$ cat config.mk
export PLATFORM = sky130hd
export DESIGN_NAME = intermediator_input_scheduler
export DESIGN_NICKNAME = d
export VERILOG_FILES = /design/src/rtl/intermediator_input_scheduler.sv
export SDC_FILE = /design/constraint.sdc
export NUM_CORES = 1
export LEC_CHECK = 0
export BUFFER_PORTS_ARGS = -buffer_cell sky130_fd_sc_hd__buf_2
export CAP_MARGIN = 25
export CORE_AREA = 3 3 225 227
export DETAILED_ROUTE_END_ITERATION = 6
export DIE_AREA = 0 0 228 230
export PLACE_DENSITY_LB_ADDON = 0.25
export SYNTH_ARGS = -nofsm -noshare
export SYNTH_HDL_FRONTEND = slang
export SYNTH_SLANG_ARGS = --single-unit
$ cat constraint.sdc
create_clock -name i_clk -period 5.4 [get_ports i_clk]
set_input_delay 0.54 -clock i_clk [delete_from_list [all_inputs] [get_ports i_clk]]
set_output_delay 0.54 -clock i_clk [all_outputs]
set_load 0.03 [all_outputs]
$ cat src/rtl/intermediator_input_scheduler.sv
// Round-robin merge of multiplier lanes onto intermediator port 0, adder passthrough on port 1,
// and end-of-matrix sequencing. Optional stall statistic: define INTERMEDIATOR_SCHED_STATS_EN.
module intermediator_input_scheduler #(
    parameter int NUM_LANES                = 4,
    parameter int LOG2_INTERMEDIATOR_DEPTH = 10,
    parameter int QUIET_CYCLES             = 64
) (
    input  logic                                         i_clk,
    input  logic                                         i_rst,
    input  logic [NUM_LANES-1:0]                         i_lane_valid,
    input  logic [NUM_LANES*LOG2_INTERMEDIATOR_DEPTH-1:0] i_lane_row,
    input  logic [NUM_LANES*66-1:0]                      i_lane_value,
    output logic [NUM_LANES-1:0]                         o_lane_ready,
    input  logic [NUM_LANES-1:0]                         i_lane_done,
    input  logic                                         i_add_valid,
    input  logic [LOG2_INTERMEDIATOR_DEPTH-1:0]          i_add_row,
    input  logic [65:0]                                  i_add_value,
    input  logic                                         i_stall,
    output logic                                         o_wr0,
    output logic [LOG2_INTERMEDIATOR_DEPTH-1:0]          o_row0,
    output logic [65:0]                                  o_v0,
    output logic                                         o_wr1,
    output logic [LOG2_INTERMEDIATOR_DEPTH-1:0]          o_row1,
    output logic [65:0]                                  o_v1,
    output logic                                         o_eof,
    output logic [31:0]                                  o_stall_cycles
);

    localparam int ROW_W = LOG2_INTERMEDIATOR_DEPTH;
    localparam int VAL_W = 66;
    localparam int PTR_W = (NUM_LANES > 1) ? $clog2(NUM_LANES) : 1;
    localparam logic [PTR_W-1:0] PTR_RESET  = PTR_W'(NUM_LANES - 1);
    localparam logic [7:0]       QUIET_LAST = 8'(QUIET_CYCLES - 1);

    localparam logic [1:0] S_RUN   = 2'd0;
    localparam logic [1:0] S_DRAIN = 2'd1;
    localparam logic [1:0] S_EOF   = 2'd2;
    localparam logic [1:0] S_DONE  = 2'd3;

    logic [PTR_W-1:0] r_ptr;
    logic [1:0]       r_state;
    logic [7:0]       r_quiet;
    logic             r_wr0;
    logic             r_wr1;
    logic [ROW_W-1:0] r_row0;
    logic [VAL_W-1:0] r_v0;
    logic [ROW_W-1:0] r_row1;
    logic [VAL_W-1:0] r_v1;

    logic [NUM_LANES-1:0] w_grant;
    logic                 w_any_grant;
    logic [PTR_W-1:0]     w_grant_idx;
    logic [ROW_W-1:0]     w_grant_row;
    logic [VAL_W-1:0]     w_grant_value;
    logic                 w_drain_busy;
    logic                 w_all_done_idle;

    // Search lanes above the pointer first, then wrap to lane 0 up to the pointer.
    always_comb begin
        w_grant       = '0;
        w_any_grant   = 1'b0;
        w_grant_idx   = r_ptr;
        w_grant_row   = '0;
        w_grant_value = '0;
        if (!i_rst && !i_stall) begin
            for (int i = 0; i < NUM_LANES; i++) begin
                if (!w_any_grant && i_lane_valid[i] && (i > int'(r_ptr))) begin
                    w_any_grant   = 1'b1;
                    w_grant[i]    = 1'b1;
                    w_grant_idx   = PTR_W'(i);
                    w_grant_row   = i_lane_row[i*ROW_W +: ROW_W];
                    w_grant_value = i_lane_value[i*VAL_W +: VAL_W];
                end
            end
            for (int i = 0; i < NUM_LANES; i++) begin
                if (!w_any_grant && i_lane_valid[i] && (i <= int'(r_ptr))) begin
                    w_any_grant   = 1'b1;
                    w_grant[i]    = 1'b1;
                    w_grant_idx   = PTR_W'(i);
                    w_grant_row   = i_lane_row[i*ROW_W +: ROW_W];
                    w_grant_value = i_lane_value[i*VAL_W +: VAL_W];
                end
            end
        end
    end

    assign w_all_done_idle = (&i_lane_done) && !(|i_lane_valid);
    assign w_drain_busy    = i_add_valid || r_wr0 || (|i_lane_valid);

    always_ff @(posedge i_clk) begin
        if (i_rst) begin
            r_ptr   <= PTR_RESET;
            r_wr0   <= 1'b0;
            r_wr1   <= 1'b0;
            r_state <= S_RUN;
            r_quiet <= '0;
        end else begin
            r_wr0 <= w_any_grant;
            r_wr1 <= i_add_valid;
            if (w_any_grant) begin
                r_ptr <= w_grant_idx;
            end
            case (r_state)
                S_RUN: begin
                    r_quiet <= '0;
                    if (w_all_done_idle) begin
                        r_state <= S_DRAIN;
                    end
                end
                S_DRAIN: begin
                    if (w_drain_busy) begin
                        r_quiet <= '0;
                    end else if (r_quiet == QUIET_LAST) begin
                        r_state <= S_EOF;
                    end else begin
                        r_quiet <= r_quiet + 8'd1;
                    end
                end
                S_EOF: begin
                    r_state <= S_DONE;
                end
                S_DONE: begin
                    r_state <= S_DONE;
                end
                default: begin
                    r_state <= S_RUN;
                end
            endcase
        end
    end

    // Payload registers carry no reset; the write strobes alone qualify them.
    always_ff @(posedge i_clk) begin
        if (w_any_grant) begin
            r_row0 <= w_grant_row;
            r_v0   <= w_grant_value;
        end
        if (i_add_valid) begin
            r_row1 <= i_add_row;
            r_v1   <= i_add_value;
        end
    end

    assign o_lane_ready = w_grant;
    assign o_wr0        = r_wr0;
    assign o_row0       = r_row0;
    assign o_v0         = r_v0;
    assign o_wr1        = r_wr1;
    assign o_row1       = r_row1;
    assign o_v1         = r_v1;
    assign o_eof        = (r_state == S_EOF);

`ifdef INTERMEDIATOR_SCHED_STATS_EN
    logic [31:0] r_stall_cycles;

    always_ff @(posedge i_clk) begin
        if (i_rst) begin
            r_stall_cycles <= '0;
        end else if (i_stall && (|i_lane_valid) && (r_stall_cycles != 32'hFFFF_FFFF)) begin
            r_stall_cycles <= r_stall_cycles + 32'd1;
        end
    end

    assign o_stall_cycles = r_stall_cycles;
`else
    assign o_stall_cycles = 32'd0;
`endif

endmodule
==> flow_metrics.tcl, run 1 <==
set metrics [dict create \
    die_x_um 228 \
    synth_cell_type_count 49 \
    post-route-min-period_ns 3.94 \
    synth_most_common_cell "edfxtp_1" \
    grt_first_pass_wirelength_um 72500 \
    peakVddDrop_mv 0.236 \
    powerDensity_nw_per_um2 268 \
    dpl_cell_area_sq_um 13400 \
    postSynth.asyncResetShare 0 \
    skew_ns 0.0283 \
    status "complete, no violations" \
    clkTransAtPathRegs_ns 0.08 \
    cts_setup_buffers 0 \
    drive_gt1_frac 0.451 \
    grt_pass1_vias 10795 \
    drc 0 \
    drt-initial-drc-count 907 \
    cts_sinks 166 \
    synthCells 1009 \
    hold_violations 0 \
    yosysWarnings 0 \
    syn_area_sq_um 10100 \
    drv_slew 0 \
    synthTopCellsByArea "edfxtp_1 (45%), o221a_2 (6.0%), nand2_1 (5.0%), a22o_1 (4.9%), a41oi_1 (4.8%)" \
    synthDominantCellAreaShare 0.452 \
    rsz0062_at_grt "no" \
    power.leakage_uw 0.00573 \
    reg2reg_depth 6 \
    hold_depth 1 \
    final_net_count 1881 \
    syn_avg_cell_area_sq_um 10.0 \
    cts_resized 0 \
    yosysSeqAreaShare 0.479 \
    cts_tree "yes" \
    fin_area_sq_um 14100 \
    core-area_sq_um 48800 \
    synth_edf_count 152 \
    min-delay-start "i_add_value[25]" \
    cp_max_fo 23 \
    grt_max_degree 79 \
    min_period_over_period 0.729 \
    end_kind "primary output" \
    via_per_inst 5.12 \
    cts_inserted_buffers 17 \
    r2r_start "r_ptr[1]" \
    grtUsageTotal 0.184 \
    antenna_found_initial 13 \
    cts_root_buf "clkbuf_16" \
    pin_count 583 \
    dr.pass1.iters 6 \
    min_to "o_v1[25]" \
    initial_core_util 0.207 \
    setup_violations 0 \
    die_area_sq_um 52400 \
    yosysTopAreaCell "edfxtp_1" \
    critical_path_arrival_ns 3.40 \
    antenna_left 0 \
    htreeDepth 4 \
    dp.final_hpwl_um 36100 \
    vias 11124 \
    wl_um 50700 \
    port_buffers 550 \
    overflow 0 \
    gp_congestion 0.850 \
    slew_headroom 0.292 \
    synthTopCellsByCount "edfxtp_1 (152), nand2_1 (134), a21oi_1 (79), clkbuf_1 (69), o21ai_0 (59)" \
    cp.required_ns 4.86 \
    clock_path_buffers 2 \
    tns_ns 0 \
    crit_slowest_cell "dfxtp_1" \
    clock.fmax_mhz 254 \
    start_kind "flop" \
    die_h_um 230 \
    crit_chain "a22o_1 > nand2_2 > a21oi_1 > buf_2" \
    clock_latency_ns 0.50 \
    cts_hold_buf 0 \
    maxCapViolCount 0 \
    area_growth_pct 39.1 \
    reg2reg_to "o_v0[14]" \
    num_rows 81 \
    r2r_slack_ns 1.79 \
    min_path_type "input port to flop" \
    synth_seq_cells 166 \
    tightest_slew_ns 1.06 \
    wl_per_cell_um 23.3 \
    path_class "flop to primary output" \
    synth_ff_type "edfxtp_1" \
    cpPeakStageDelay_ns 0.87 \
]
## layout make-up
cell class	count	area, sq um
flip-flops and latches	166	4840
fillers	5290	34800
well taps	664	831
repair buffers	571	3010
inverters	25	93.8
multi-input cells	707	4630
clock buffers	17	425
diodes	8	20.0
clock inverters	15	199
## worst max path at each step
stage / from / endpoint / slack, ns / depth (start not counted)
finish: r_ptr[1] / o_lane_ready[1] / 1.46 / 4
global route: r_ptr[1] / o_lane_ready[1] / 1.17 / 4
CTS: r_ptr[1] / o_lane_ready[1] / 1.34 / 4
detailed placement: i_lane_valid[2] / o_v0[5] / 1.68 / 6
global placement: i_lane_valid[2] / o_lane_ready[2] / 1.83 / 7
floorplan: i_stall / o_row0[0] / 0.83 / 2
## metal layers
layer	part of all wire	global-route usage	up-vias	wire, um
met1	0.40	0.220	5477	20000
met4	0.021	0.0610	6	1040
li1	-	-	4942	-
met5	0.00071	0	-	36
met2	0.51	0.323	630	25800
met3	0.074	0.0476	69	3730
## cell usage in the layout (no fill, tap or decap), types with 4 or more instances in the layout
cell / instances
buf_2: 549
edfxtp_1: 152
o21ai_0: 59
dfxtp_1: 14
nand2_1: 133
clkinv_8: 7
a32oi_1: 21
inv_1: 24
a22oi_1: 54
buf_4: 15
nand4_1: 4
o31ai_1: 21
nor2b_1: 5
nand2b_1: 5
conb_1: 32
a41oi_1: 55
and2_1: 4
clkbuf_16: 17
o221ai_1: 22
nand3_1: 24
a22o_1: 56
nor2_1: 13
a21oi_1: 79
o221a_2: 54
nor3_1: 4
diode_2: 8
and3_1: 23
## stage by stage
step / hold slack [ns] / util / std cells / setup WS [ns] / power [uW]
floorplan: 0.463 / - / 1040 / 0.833 / 2080
global placement: 0.488 / 0.273 / 2129 / 1.83 / 2460
detailed placement: 0.493 / 0.274 / 2131 / 1.68 / 2470
CTS: 0.162 / 0.286 / 2163 / 1.34 / 3820
global route: 0.181 / 0.288 / 2172 / 1.17 / 3930
finish: 0.219 / 0.288 / 2173 / 1.46 / 3760
## worst max-delay path, delay by kind of cell, from the launching register on
kind / cells / cell delay, ns
simple gates: 1 / 0.60
buf+inv: 1 / 0.23
flops: 1 / 0.87
compound gates: 2 / 1.17
## power breakdown
group          internal (uW)  switching [uW]
combinational            314             615
clock                    634             684
sequential              1490            24.4
total                   2440            1320
## registers in the layout, indices dropped and copies added, names as in the netlist
signal / flops
o_row0: 10
r_state: 2
o_v1: 66
o_wr1: 1
o_row1: 10
o_wr0: 1
o_v0: 66
r_quiet: 8
r_ptr: 2
## kinds of logic (layout without fill, tap and decap cells)
kind of cell / after synthesis / in the layout / synth area share
AO/OA/AOI/OAI: 434 / 434 / 0.328
AND/OR/NAND/NOR: 239 / 239 / 0.110
buffers and inverters: 167 / 628 / 0.0797
flip-flops: 166 / 166 / 0.479
adder cells (fa/ha/maj): 1 / 1 / 0.00124
other: 1 / 40 / 0.000371
multiplexers: 1 / 1 / 0.000991
Power figures use the tool's default switching activity.
==> run 2: changes to the inputs <==
--- a/config.mk
+++ b/config.mk
@@ -7,9 +7,9 @@
 export LEC_CHECK = 0
 export BUFFER_PORTS_ARGS = -buffer_cell sky130_fd_sc_hd__buf_2
 export CAP_MARGIN = 25
-export CORE_AREA = 3 3 225 227
+export CORE_AREA = 3 3 228 230
 export DETAILED_ROUTE_END_ITERATION = 6
-export DIE_AREA = 0 0 228 230
+export DIE_AREA = 0 0 231 233
 export PLACE_DENSITY_LB_ADDON = 0.25
 export SYNTH_ARGS = -nofsm -noshare
 export SYNTH_HDL_FRONTEND = slang
==> constraint.sdc (replaced) <==
create_clock -name i_clk -period 3.5 [get_ports i_clk]
set_input_delay 0.35 -clock i_clk [delete_from_list [all_inputs] [get_ports i_clk]]
set_output_delay 0.35 -clock i_clk [all_outputs]
set_load 0.03 [all_outputs]
==> run 2 against run 1 <==
  * Cell area up 5.2%
  * Setup slack lost 1.1 ns
  * Non-clock buffer count grew 77
  * Critical path type unchanged
  * Critical path depth is 1 higher
  * Largest cell class unchanged
  * Global-route usage grew 0.35 points
  * Combinational power up 64%
  * Die area up 2.6%
  * Total power increased by 57%
  * Sequential share of layout area decreased by 1.7 points
  * First-iteration DRC count up 14%
==> flow_metrics.tcl, run 2 (same netlist as run 1, synthesis figures left out) <==
set metrics [dict create \
    status "complete, no violations" \
    layoutNonFillerInstCount 2258 \
    cts_hold_buf 66 \
    slew_headroom 0.335 \
    vias 11606 \
    gp_congestion 0.875 \
    path_class "flop to primary output" \
    grt_max_degree 70 \
    critical_path_arrival_ns 2.82 \
    cts_sinks 166 \
    pin_count 583 \
    start_kind "flop" \
    r2r_start "r_ptr[1]" \
    fin_util 0.295 \
    area_growth_pct 46.3 \
    setup_violations 0 \
    hold_violations 0 \
    layout_common_cells "buf_2 (549), edfxtp_1 (152), nand2_1 (133), a21oi_1 (79), dlygate4sd3_1 (66)" \
    drc 0 \
    min_period_over_period 0.905 \
    antenna_left 0 \
    clock_latency_ns 0.49 \
    pre_cts_slack_ns 0.659 \
    cts_resized 0 \
    htreeDepth 4 \
    fill_cells 5320 \
    final_common_cell "buf_2" \
    skew_ns 0.0193 \
    grt_pass1_vias 11543 \
    dp.final_hpwl_um 37400 \
    rsz0062_at_grt "no" \
    dr.pass1.iters 5 \
    cts_setup_buffers 0 \
    drv_slew 0 \
    min-delay-start "i_add_value[23]" \
    overflow 0 \
    tightest_slew_ns 0.997 \
    clock_path_buffers 2 \
    cp.required_ns 3.15 \
    drive_gt1_frac 0.436 \
    antenna_found_initial 15 \
    end_kind "primary output" \
    final_net_count 1958 \
    min_path_type "input port to flop" \
    powerDensity_nw_per_um2 400 \
    clock.fmax_mhz 316 \
    port_buffers 550 \
    tns_ns 0 \
    cts_inserted_buffers 17 \
    grtUsageTotal 0.188 \
    cp_max_fo 67 \
    post-route-min-period_ns 3.17 \
    die_x_um 231 \
    wl_per_cell_um 23.4 \
    grt_first_pass_wirelength_um 75900 \
    fin_ws_ns 0.332 \
    core-area_sq_um 50100 \
    via_per_inst 5.14 \
    die_h_um 233 \
    cp-startpoint "r_ptr[0]" \
    maxCapViolCount 0 \
    cts_root_buf "clkbuf_16" \
    initial_core_util 0.202 \
    die_area_sq_um 53800 \
    drt-initial-drc-count 1035 \
    clkTransAtPathRegs_ns 0.08 \
    cts_tree "yes" \
    place_inst 2152 \
    power.leakage_uw 0.00605 \
    num_rows 82 \
    peakVddDrop_mv 0.356 \
    wl_um 52900 \
]
-- run 2: cell types whose count changed in the layout (fill, tap and decap cells not counted) --
cell | previous run | this run
buf_12 | 3 | 5
buf_16 | 2 | 0
buf_4 | 15 | 27
buf_8 | 2 | 1
clkinv_4 | 1 | 2
clkinv_8 | 7 | 5
dlygate4sd3_1 | 0 | 66
inv_12 | 1 | 2
inv_6 | 3 | 1
inv_8 | 3 | 5
-- run 2: through the flow --
stage / power, uW / area (sq um) / hold WS (ns)
after floorplan: 3210 / 10200 / 0.422
after global placement: 3830 / 13500 / 0.488
after detailed placement: 3840 / 13500 / 0.486
after CTS: 6010 / 14800 / 0.00191
after global routing: 6180 / 14800 / 0.0106
final: 5920 / 14800 / 0.0492
-- run 2: power by group --
part	leakage, uW	switching (uW)	internal, uW
clock network	0.000302	1070	983
registers	0.00161	37.2	2300
logic	0.00414	984	540
-- run 2: worst paths after layout --
| kind | endpoint | slack, ns | depth (start not counted) |
|---|---|---|---|
| max reg2reg | o_v0[58] | 0.82 | 6 |
| min reg2reg | r_quiet[1] | 0.50 | 2 |
| max | o_lane_ready[1] | 0.33 | 5 |
| min | o_v1[23] | 0.05 | 1 |
-- run 2: metal layers --
layer,global-route usage,part of all wire
met1,0.223,0.39
met4,0.0641,0.022
met2,0.329,0.50
met5,0,0.00085
met3,0.0497,0.081
-- run 2: final cells by class --
cell class | count | area [sq um] | area share
timing repair buffer | 648 | 3730 | 0.252
clock inverter | 15 | 196 | 0.0133
tap | 672 | 841 | 0.0569
multi-input combinational | 707 | 4630 | 0.314
sequential | 166 | 4840 | 0.328
antenna | 8 | 20.0 | 0.00135
clock buffer | 17 | 425 | 0.0288
inverter | 25 | 93.8 | 0.00635
-- run 2: critical path, cell delays in order, from the launching register on --
cell and delay [ns]:
dfxtp_1 0.42, nor2b_4 0.43, buf_4 0.74, nand2_1 0.11, a21oi_1 0.22, buf_2 0.23
